===== config.mk =====
export PLATFORM = sky130hd
export DESIGN_NAME = ddp_match_join
export DESIGN_NICKNAME = d
export VERILOG_FILES = /design/src/rtl/ddp_pkg.sv /design/src/rtl/ddp_match_cam.sv /design/src/rtl/ddp_match_join.sv
export SDC_FILE = /design/constraint.sdc
export NUM_CORES = 1
export LEC_CHECK = 0
export ABC_AREA = 1
export CORE_MARGIN = 5
export CORE_UTILIZATION = 25
export CTS_CLUSTER_SIZE = 24
export DETAILED_ROUTE_END_ITERATION = 10
export PLACE_DENSITY_LB_ADDON = 0.05
export RECOVER_POWER = 25
export SYNTH_ARGS = -nofsm -noshare
export SYNTH_HDL_FRONTEND = slang
export SYNTH_SLANG_ARGS = --single-unit

===== constraint.sdc =====
create_clock -name CP -period 9.5 [get_ports CP]
set_input_delay 1.9 -clock CP [delete_from_list [all_inputs] [get_ports CP]]
set_output_delay 1.9 -clock CP [all_outputs]
set_load 0.03 [all_outputs]

===== src/rtl/ddp_pkg.sv =====
// Shared DDP ring packet layout helpers and operand-side constants.
// Field positions for the {SINGLE,LR,TAG,DATA} and {SINGLE,TAG,DATA_L,DATA_R} formats.
package ddp_pkg;

    localparam logic LR_LEFT  = 1'b0;
    localparam logic LR_RIGHT = 1'b1;

    function automatic int pkt_w(int tag_w, int data_w);
        return 2 + tag_w + data_w;
    endfunction

    function automatic int out_w(int tag_w, int data_w);
        return 1 + tag_w + 2 * data_w;
    endfunction

    function automatic int in_single_pos(int tag_w, int data_w);
        return 1 + tag_w + data_w;
    endfunction

    function automatic int in_lr_pos(int tag_w, int data_w);
        return tag_w + data_w;
    endfunction

    function automatic int in_tag_lsb(int data_w);
        return data_w;
    endfunction

    function automatic int out_tag_lsb(int data_w);
        return 2 * data_w;
    endfunction

    function automatic int out_dl_lsb(int data_w);
        return data_w;
    endfunction

endpackage


===== src/rtl/ddp_match_cam.sv =====
// Matching memory: DEPTH tagged operand slots with parallel compare,
// lowest-free allocation and single-entry invalidate.
module ddp_match_cam
    import ddp_pkg::*;
#(
    parameter  int TAG_W  = 12,
    parameter  int DATA_W = 24,
    parameter  int DEPTH  = 8,
    localparam int IDX_W  = $clog2(DEPTH)
) (
    input  logic              clk,
    input  logic              rst,
    input  logic              clr,
    input  logic [TAG_W-1:0]  lk_tag,
    input  logic              lk_lr,
    output logic              hit,
    output logic              dup,
    output logic [IDX_W-1:0]  hit_idx,
    output logic [DATA_W-1:0] hit_data,
    input  logic              wr_en,
    input  logic [TAG_W-1:0]  wr_tag,
    input  logic              wr_lr,
    input  logic [DATA_W-1:0] wr_data,
    input  logic              inv_en,
    input  logic [IDX_W-1:0]  inv_idx
);

    logic [DEPTH-1:0]  valid;
    logic [TAG_W-1:0]  tag_q  [DEPTH];
    logic [DEPTH-1:0]  lr_q;
    logic [DATA_W-1:0] data_q [DEPTH];

    logic             match_any;
    logic [IDX_W-1:0] match_idx;
    logic             free_any;
    logic [IDX_W-1:0] free_idx;

    // Tags are unique in the memory, so at most one slot can match.
    always_comb begin
        match_any = 1'b0;
        match_idx = '0;
        for (int i = 0; i < DEPTH; i++) begin
            if (valid[i] && tag_q[i] == lk_tag) begin
                match_any = 1'b1;
                match_idx = IDX_W'(i);
            end
        end
    end

    always_comb begin
        free_any = 1'b0;
        free_idx = '0;
        for (int i = DEPTH - 1; i >= 0; i--) begin
            if (!valid[i]) begin
                free_any = 1'b1;
                free_idx = IDX_W'(i);
            end
        end
    end

    assign hit      = match_any && (lr_q[match_idx] != lk_lr);
    assign dup      = match_any && (lr_q[match_idx] == lk_lr);
    assign hit_idx  = match_idx;
    assign hit_data = data_q[match_idx];

    always_ff @(posedge clk) begin
        if (rst || clr) begin
            valid <= '0;
        end else begin
            if (inv_en) begin
                valid[inv_idx] <= 1'b0;
            end
            if (wr_en && free_any) begin
                valid[free_idx]  <= 1'b1;
                tag_q[free_idx]  <= wr_tag;
                lr_q[free_idx]   <= wr_lr;
                data_q[free_idx] <= wr_data;
            end
        end
    end

endmodule


===== src/rtl/ddp_match_join.sv =====
// DDP ring operand-matching join stage between the M and PS stages.
// Pairs left/right operands by tag; single-operand packets bypass the memory.
module ddp_match_join
    import ddp_pkg::*;
#(
    parameter  int TAG_W  = 12,
    parameter  int DATA_W = 24,
    parameter  int DEPTH  = 8,
    localparam int PKT_W  = pkt_w(TAG_W, DATA_W),
    localparam int OUT_W  = out_w(TAG_W, DATA_W),
    localparam int OCC_W  = $clog2(DEPTH + 1)
) (
    input  logic             CP,
    input  logic             MR,
    input  logic             Send_in,
    output logic             Ack_out,
    input  logic [PKT_W-1:0] PACKET_IN,
    output logic             Send_out,
    input  logic             Ack_in,
    output logic [OUT_W-1:0] PACKET_OUT,
    input  logic             CLR,
    output logic [OCC_W-1:0] OCC,
    output logic             ERR
);

    localparam int IDX_W = $clog2(DEPTH);
    localparam int SGL_P = in_single_pos(TAG_W, DATA_W);
    localparam int LR_P  = in_lr_pos(TAG_W, DATA_W);
    localparam int TAG_L = in_tag_lsb(DATA_W);
    localparam logic [OCC_W-1:0] FULL = OCC_W'(DEPTH);
    localparam logic [OCC_W-1:0] ONE  = OCC_W'(1);

    logic              in_single;
    logic              in_lr;
    logic [TAG_W-1:0]  in_tag;
    logic [DATA_W-1:0] in_data;

    logic              hit;
    logic              dup;
    logic [IDX_W-1:0]  hit_idx;
    logic [DATA_W-1:0] hit_data;

    logic              out_free;
    logic              ack_ok;
    logic              xfer;
    logic              do_single;
    logic              do_join;
    logic              do_dup;
    logic              do_store;
    logic [DATA_W-1:0] join_l;
    logic [DATA_W-1:0] join_r;

    assign in_single = PACKET_IN[SGL_P];
    assign in_lr     = PACKET_IN[LR_P];
    assign in_tag    = PACKET_IN[TAG_L +: TAG_W];
    assign in_data   = PACKET_IN[DATA_W-1:0];

    ddp_match_cam #(
        .TAG_W  (TAG_W),
        .DATA_W (DATA_W),
        .DEPTH  (DEPTH)
    ) u_cam (
        .clk      (CP),
        .rst      (MR),
        .clr      (CLR),
        .lk_tag   (in_tag),
        .lk_lr    (in_lr),
        .hit      (hit),
        .dup      (dup),
        .hit_idx  (hit_idx),
        .hit_data (hit_data),
        .wr_en    (do_store),
        .wr_tag   (in_tag),
        .wr_lr    (in_lr),
        .wr_data  (in_data),
        .inv_en   (do_join),
        .inv_idx  (hit_idx)
    );

    assign out_free = !Send_out || Ack_in;

    // Dups are always absorbed so a faulty producer cannot wedge the ring.
    always_comb begin
        ack_ok = 1'b0;
        if (in_single) begin
            ack_ok = out_free;
        end else if (hit) begin
            ack_ok = out_free;
        end else if (dup) begin
            ack_ok = 1'b1;
        end else begin
            ack_ok = (OCC < FULL);
        end
    end

    assign Ack_out   = !MR && !CLR && ack_ok;
    assign xfer      = Send_in && Ack_out;
    assign do_single = xfer && in_single;
    assign do_join   = xfer && !in_single && hit;
    assign do_dup    = xfer && !in_single && dup;
    assign do_store  = xfer && !in_single && !hit && !dup && (OCC != FULL);

    assign join_l = (in_lr == LR_LEFT) ? in_data : hit_data;
    assign join_r = (in_lr == LR_LEFT) ? hit_data : in_data;

    always_ff @(posedge CP) begin
        if (MR) begin
            Send_out   <= 1'b0;
            PACKET_OUT <= '0;
            OCC        <= '0;
            ERR        <= 1'b0;
        end else begin
            if (do_single) begin
                Send_out   <= 1'b1;
                PACKET_OUT <= {1'b1, in_tag, in_data, {DATA_W{1'b0}}};
            end else if (do_join) begin
                Send_out   <= 1'b1;
                PACKET_OUT <= {1'b0, in_tag, join_l, join_r};
            end else if (Ack_in) begin
                Send_out <= 1'b0;
            end
            if (do_dup) begin
                ERR <= 1'b1;
            end
            if (CLR) begin
                OCC <= '0;
            end else if (do_join && OCC != '0) begin
                OCC <= OCC - ONE;
            end else if (do_store) begin
                OCC <= OCC + ONE;
            end
        end
    end

endmodule


==> results of run 1 <==
[power breakdown]
group / switching (mW) / leakage (nW) / internal, mW
Clock: 0.727 / 0.708 / 0.985
Combinational: 0.128 / 3.68 / 0.0513
Sequential: 0.00380 / 3.27 / 1.76
Total: 0.859 / 7.65 / 2.80
[kinds of logic (layout without fill, tap and decap cells)]
group | count (synthesis) | after routing | share of synthesized area (%)
XOR/XNOR | 36 | 36 | 1.91
other | 0 | 1 | 0
AND/OR/NAND/NOR | 733 | 733 | 18.9
flip-flops | 371 | 371 | 62.9
buffers and inverters | 265 | 422 | 6.54
AO/OA/AOI/OAI | 260 | 260 | 9.48
adder cells (fa/ha/maj) | 3 | 3 | 0.272
multiplexers | 1 | 1 | 0.0606
[layout make-up]
type	instances	area [µm²]	area share (%)
Multi-Input combinational cell	1033	5090	25.3
Inverter	188	706	3.51
Clock buffer	63	1260	6.25
Clock inverter	24	200	0.996
Sequential cell	371	10400	51.7
Tap cell	864	1080	5.38
Timing Repair Buffer	147	1370	6.80
Antenna cell	1	2.50	0.0125
[per-layer routing]
| layer | track usage (%) | share of wire, % | vias to the layer above |
|---|---|---|---|
| li1 | - | - | 5944 |
| met1 | 22.7 | 46 | 6111 |
| met2 | 28.3 | 48 | 249 |
| met3 | 2.58 | 3.8 | 89 |
| met4 | 4.86 | 2.7 | 0 |
| met5 | 0 | 0 | - |
[cell usage in the layout (no fill, tap or decap), types with 3 or more instances in the layout]
cell type,count
nand2_1,403
edfxtp_1,296
inv_1,162
nor2_1,148
nand3_1,108
o21ai_0,86
clkdlybuf4s50_1,86
dfxtp_1,75
a21oi_1,56
clkbuf_16,47
nand4_1,36
buf_4,35
a31oi_1,30
inv_2,25
dlygate4sd3_1,23
o21ai_1,21
xnor2_1,19
o211ai_1,19
xor2_1,17
clkbuf_1,16
clkinv_1,11
a32o_1,11
a2111oi_0,9
clkinv_2,8
a21oi_2,7
nor3_1,6
nand3b_1,6
a221oi_1,5
nor2_2,4
o31ai_1,4
a211oi_1,4
or2_1,3
nand2_4,3
and3_1,3
o22ai_1,3
[worst max-delay path by stage]
stage | endpoint | slack [ns] | cells past startpoint
global route | Ack_out | 0.53 | 23
finish | Ack_out | 0.86 | 21
floorplan | u_cam.data_q[0][0] | 1.59 | 21
detailed placement | Ack_out | 1.13 | 22
global placement | Ack_out | 1.16 | 22
CTS | Ack_out | 1.11 | 22
[through the flow]
stage | instances | setup WS (ns) | power, mW | utilization [%] | area, µm²
after detailed placement | 2603 | 1.13 | 1.98 | 28.4 | 18600
after global placement | 2603 | 1.16 | 1.98 | 28.4 | 18600
after global routing | 2690 | 0.533 | 3.81 | 30.6 | 20100
after CTS | 2690 | 1.11 | 3.72 | 30.6 | 20100
final | 2691 | 0.864 | 3.66 | 30.6 | 20100
after floorplan | 1669 | 1.59 | 1.89 | - | 16500
[tightest hold or removal path, stage by stage, from the launching register on]
cell and delay, ns:
dfxtp_1 0.31, inv_1 0.04, a21oi_1 0.05
[registers in the layout, summed over array words and instances (netlist names)]
name and flops:
ERR 1, OCC 4, PACKET_OUT 61, Send_out 1, u_cam.data_q 192, u_cam.lr_q 8, u_cam.tag_q 96, u_cam.valid 8
==> results.sh, run 1 <==
export IMPL_timing_final_crit_share_pct=90.9
export IMPL_fin_crit_ns=8.64
export IMPL_die_w_um=267
export IMPL_ir_drop_uv=106
export IMPL_fp_dieArea_um2=71400
export IMPL_port_buffers=110
export IMPL_grt_start_max_net_pins=60
export IMPL_critical_path_class="in2out"
export IMPL_fmax_mhz=116
export IMPL_cts_max_path_buffers=3
export IMPL_synth_top_area_share_pct=53.8
export IMPL_max_cap_viol_count=0
export IMPL_overflow=0
export IMPL_rsz0062_at_grt="no"
export IMPL_cts_resized=0
export IMPL_synth_avg_cell_area_um2=9.90
export IMPL_slew_viol_final=0
export IMPL_p_leak_nw=7.65
export IMPL_cts_sinks=371
export IMPL_crit_required_ns=7.60
export IMPL_globalplace_congestion=0.851
export IMPL_cpMaxStageDelayCell="clkbuf_1"
export IMPL_totalWireLength_um=61200
export IMPL_setup_worst_path_start="PACKET_IN[24]"
export IMPL_endpoint_kind="output pin"
export IMPL_setup_viol=0
export IMPL_ys_flop_type="edfxtp_1"
export IMPL_num_fill_cells=6844
export IMPL_grt_pass1_vias=12600
export IMPL_syn_num_nets=1715
export IMPL_dp_hpwl_um=40000
export IMPL_cp_data_arrival_time_ns=6.74
export IMPL_area_growth_pct=21.5
export IMPL_syn_cell_area_um2=16500
export IMPL_nets=1834
export IMPL_skew_ns=0.0219
export IMPL_grt_use_total_pct=16.8
export IMPL_h_tree_depth=2
export IMPL_cpMostUsedCell="nand2_1"
export IMPL_rows=94
export IMPL_dr_first_iter_drc_count=810
export IMPL_r2r_start="u_cam.tag_q[1][11]"
export IMPL_initial_core_util_pct=25.2
export IMPL_drtAntennaViolNets=0
export IMPL_cts_buffers=47
export IMPL_dieHeight_um=267
export IMPL_min_path_type="reg2reg"
export IMPL_via_count=12400
export IMPL_holdPathStages=2
export IMPL_reg2reg_slack_ns=4.21
export IMPL_yosys_top_cells_area="edfxtp_1 54%, nand2_1 9.2%, dfxtp_1 9.1%"
export IMPL_antenna_found_initial=0
export IMPL_ys_seq_elements=371
export IMPL_synth_edf_count=296
export IMPL_grt_pass1_wl_um=88800
export IMPL_post_cts_buffers=0
export IMPL_yosysWarningCount=0
export IMPL_pin_count=111
export IMPL_start_kind="primary input"
export IMPL_min_from="PACKET_OUT[53]"
export IMPL_min_to="PACKET_OUT[53]"
export IMPL_reg2regPathDepth=24
export IMPL_ys_seq_area_share_pct=62.9
export IMPL_status="complete, no violations"
export IMPL_critPathBufInv=4
export IMPL_r2r_end="u_cam.tag_q[6][5]"
export IMPL_clock_latency_ns=0.59
export IMPL_cp_top_family="simple AND/OR/NAND/NOR gates"
export IMPL_crit_chain="dlygate4sd3_1 > clkbuf_1 > inv_2 > nand2_1 > nand3_1 > nor2_1 > nand2_1 > nor2_1 > nand2_1 > nand2_1 > nand2_2 > nand2_4 > nand2_4 > nand3b_1 > nand2_1 > nor2_2 > nand3_1 > nand4_1 > nand2_2 > a21oi_4 > clkdlybuf4s50_1"
export IMPL_path_clk_slew_ns=0.06
export IMPL_timing_hold_ws_ns=0.443
export IMPL_syn_inst=1669
export IMPL_synth_most_common_cell="nand2_1"
export IMPL_drt_pass1_iterations=5
export IMPL_power_density_nw_per_um2=182
export IMPL_async_flop_share_pct=0
export IMPL_final_hold_violation_count=0
export IMPL_setup_tns_ns=0
export IMPL_synth_top_area_cell="edfxtp_1"
export IMPL_root_buffer="clkbuf_16"
export IMPL_slew_headroom_pct=16.3
export IMPL_tritoncts="done"
export IMPL_core_um2=65600
export IMPL_synthTopCellsByCount="403 x nand2_1, 296 x edfxtp_1, 168 x inv_1"
export IMPL_cpPeakStageDelay_ns=0.74
export IMPL_drive_gt1_share_pct=8.27
export IMPL_ys_types=50
export IMPL_tightest_slew_ns=1.26
export IMPL_critPathMaxFanout=28
export IMPL_vias_per_cell=4.61
export IMPL_remaining_drc_errors=0
export IMPL_ctsHoldBuffers=0
export IMPL_wl_per_cell_um=22.7
Note: power is estimated with default switching activity, not from simulation.
==> run 2: changes to the inputs <==
--- a/config.mk
+++ b/config.mk
@@ -6,6 +6,7 @@
 export NUM_CORES = 1
 export LEC_CHECK = 0
 export ABC_AREA = 1
+export CAP_MARGIN = 10
 export CORE_MARGIN = 5
 export CORE_UTILIZATION = 25
 export CTS_CLUSTER_SIZE = 24
@@ -15,3 +16,4 @@
 export SYNTH_ARGS = -nofsm -noshare
 export SYNTH_HDL_FRONTEND = slang
 export SYNTH_SLANG_ARGS = --single-unit
+export TNS_END_PERCENT = 20
==> results of run 2 <==
The final DEF is identical to that of run 1; final timing and power are the same.
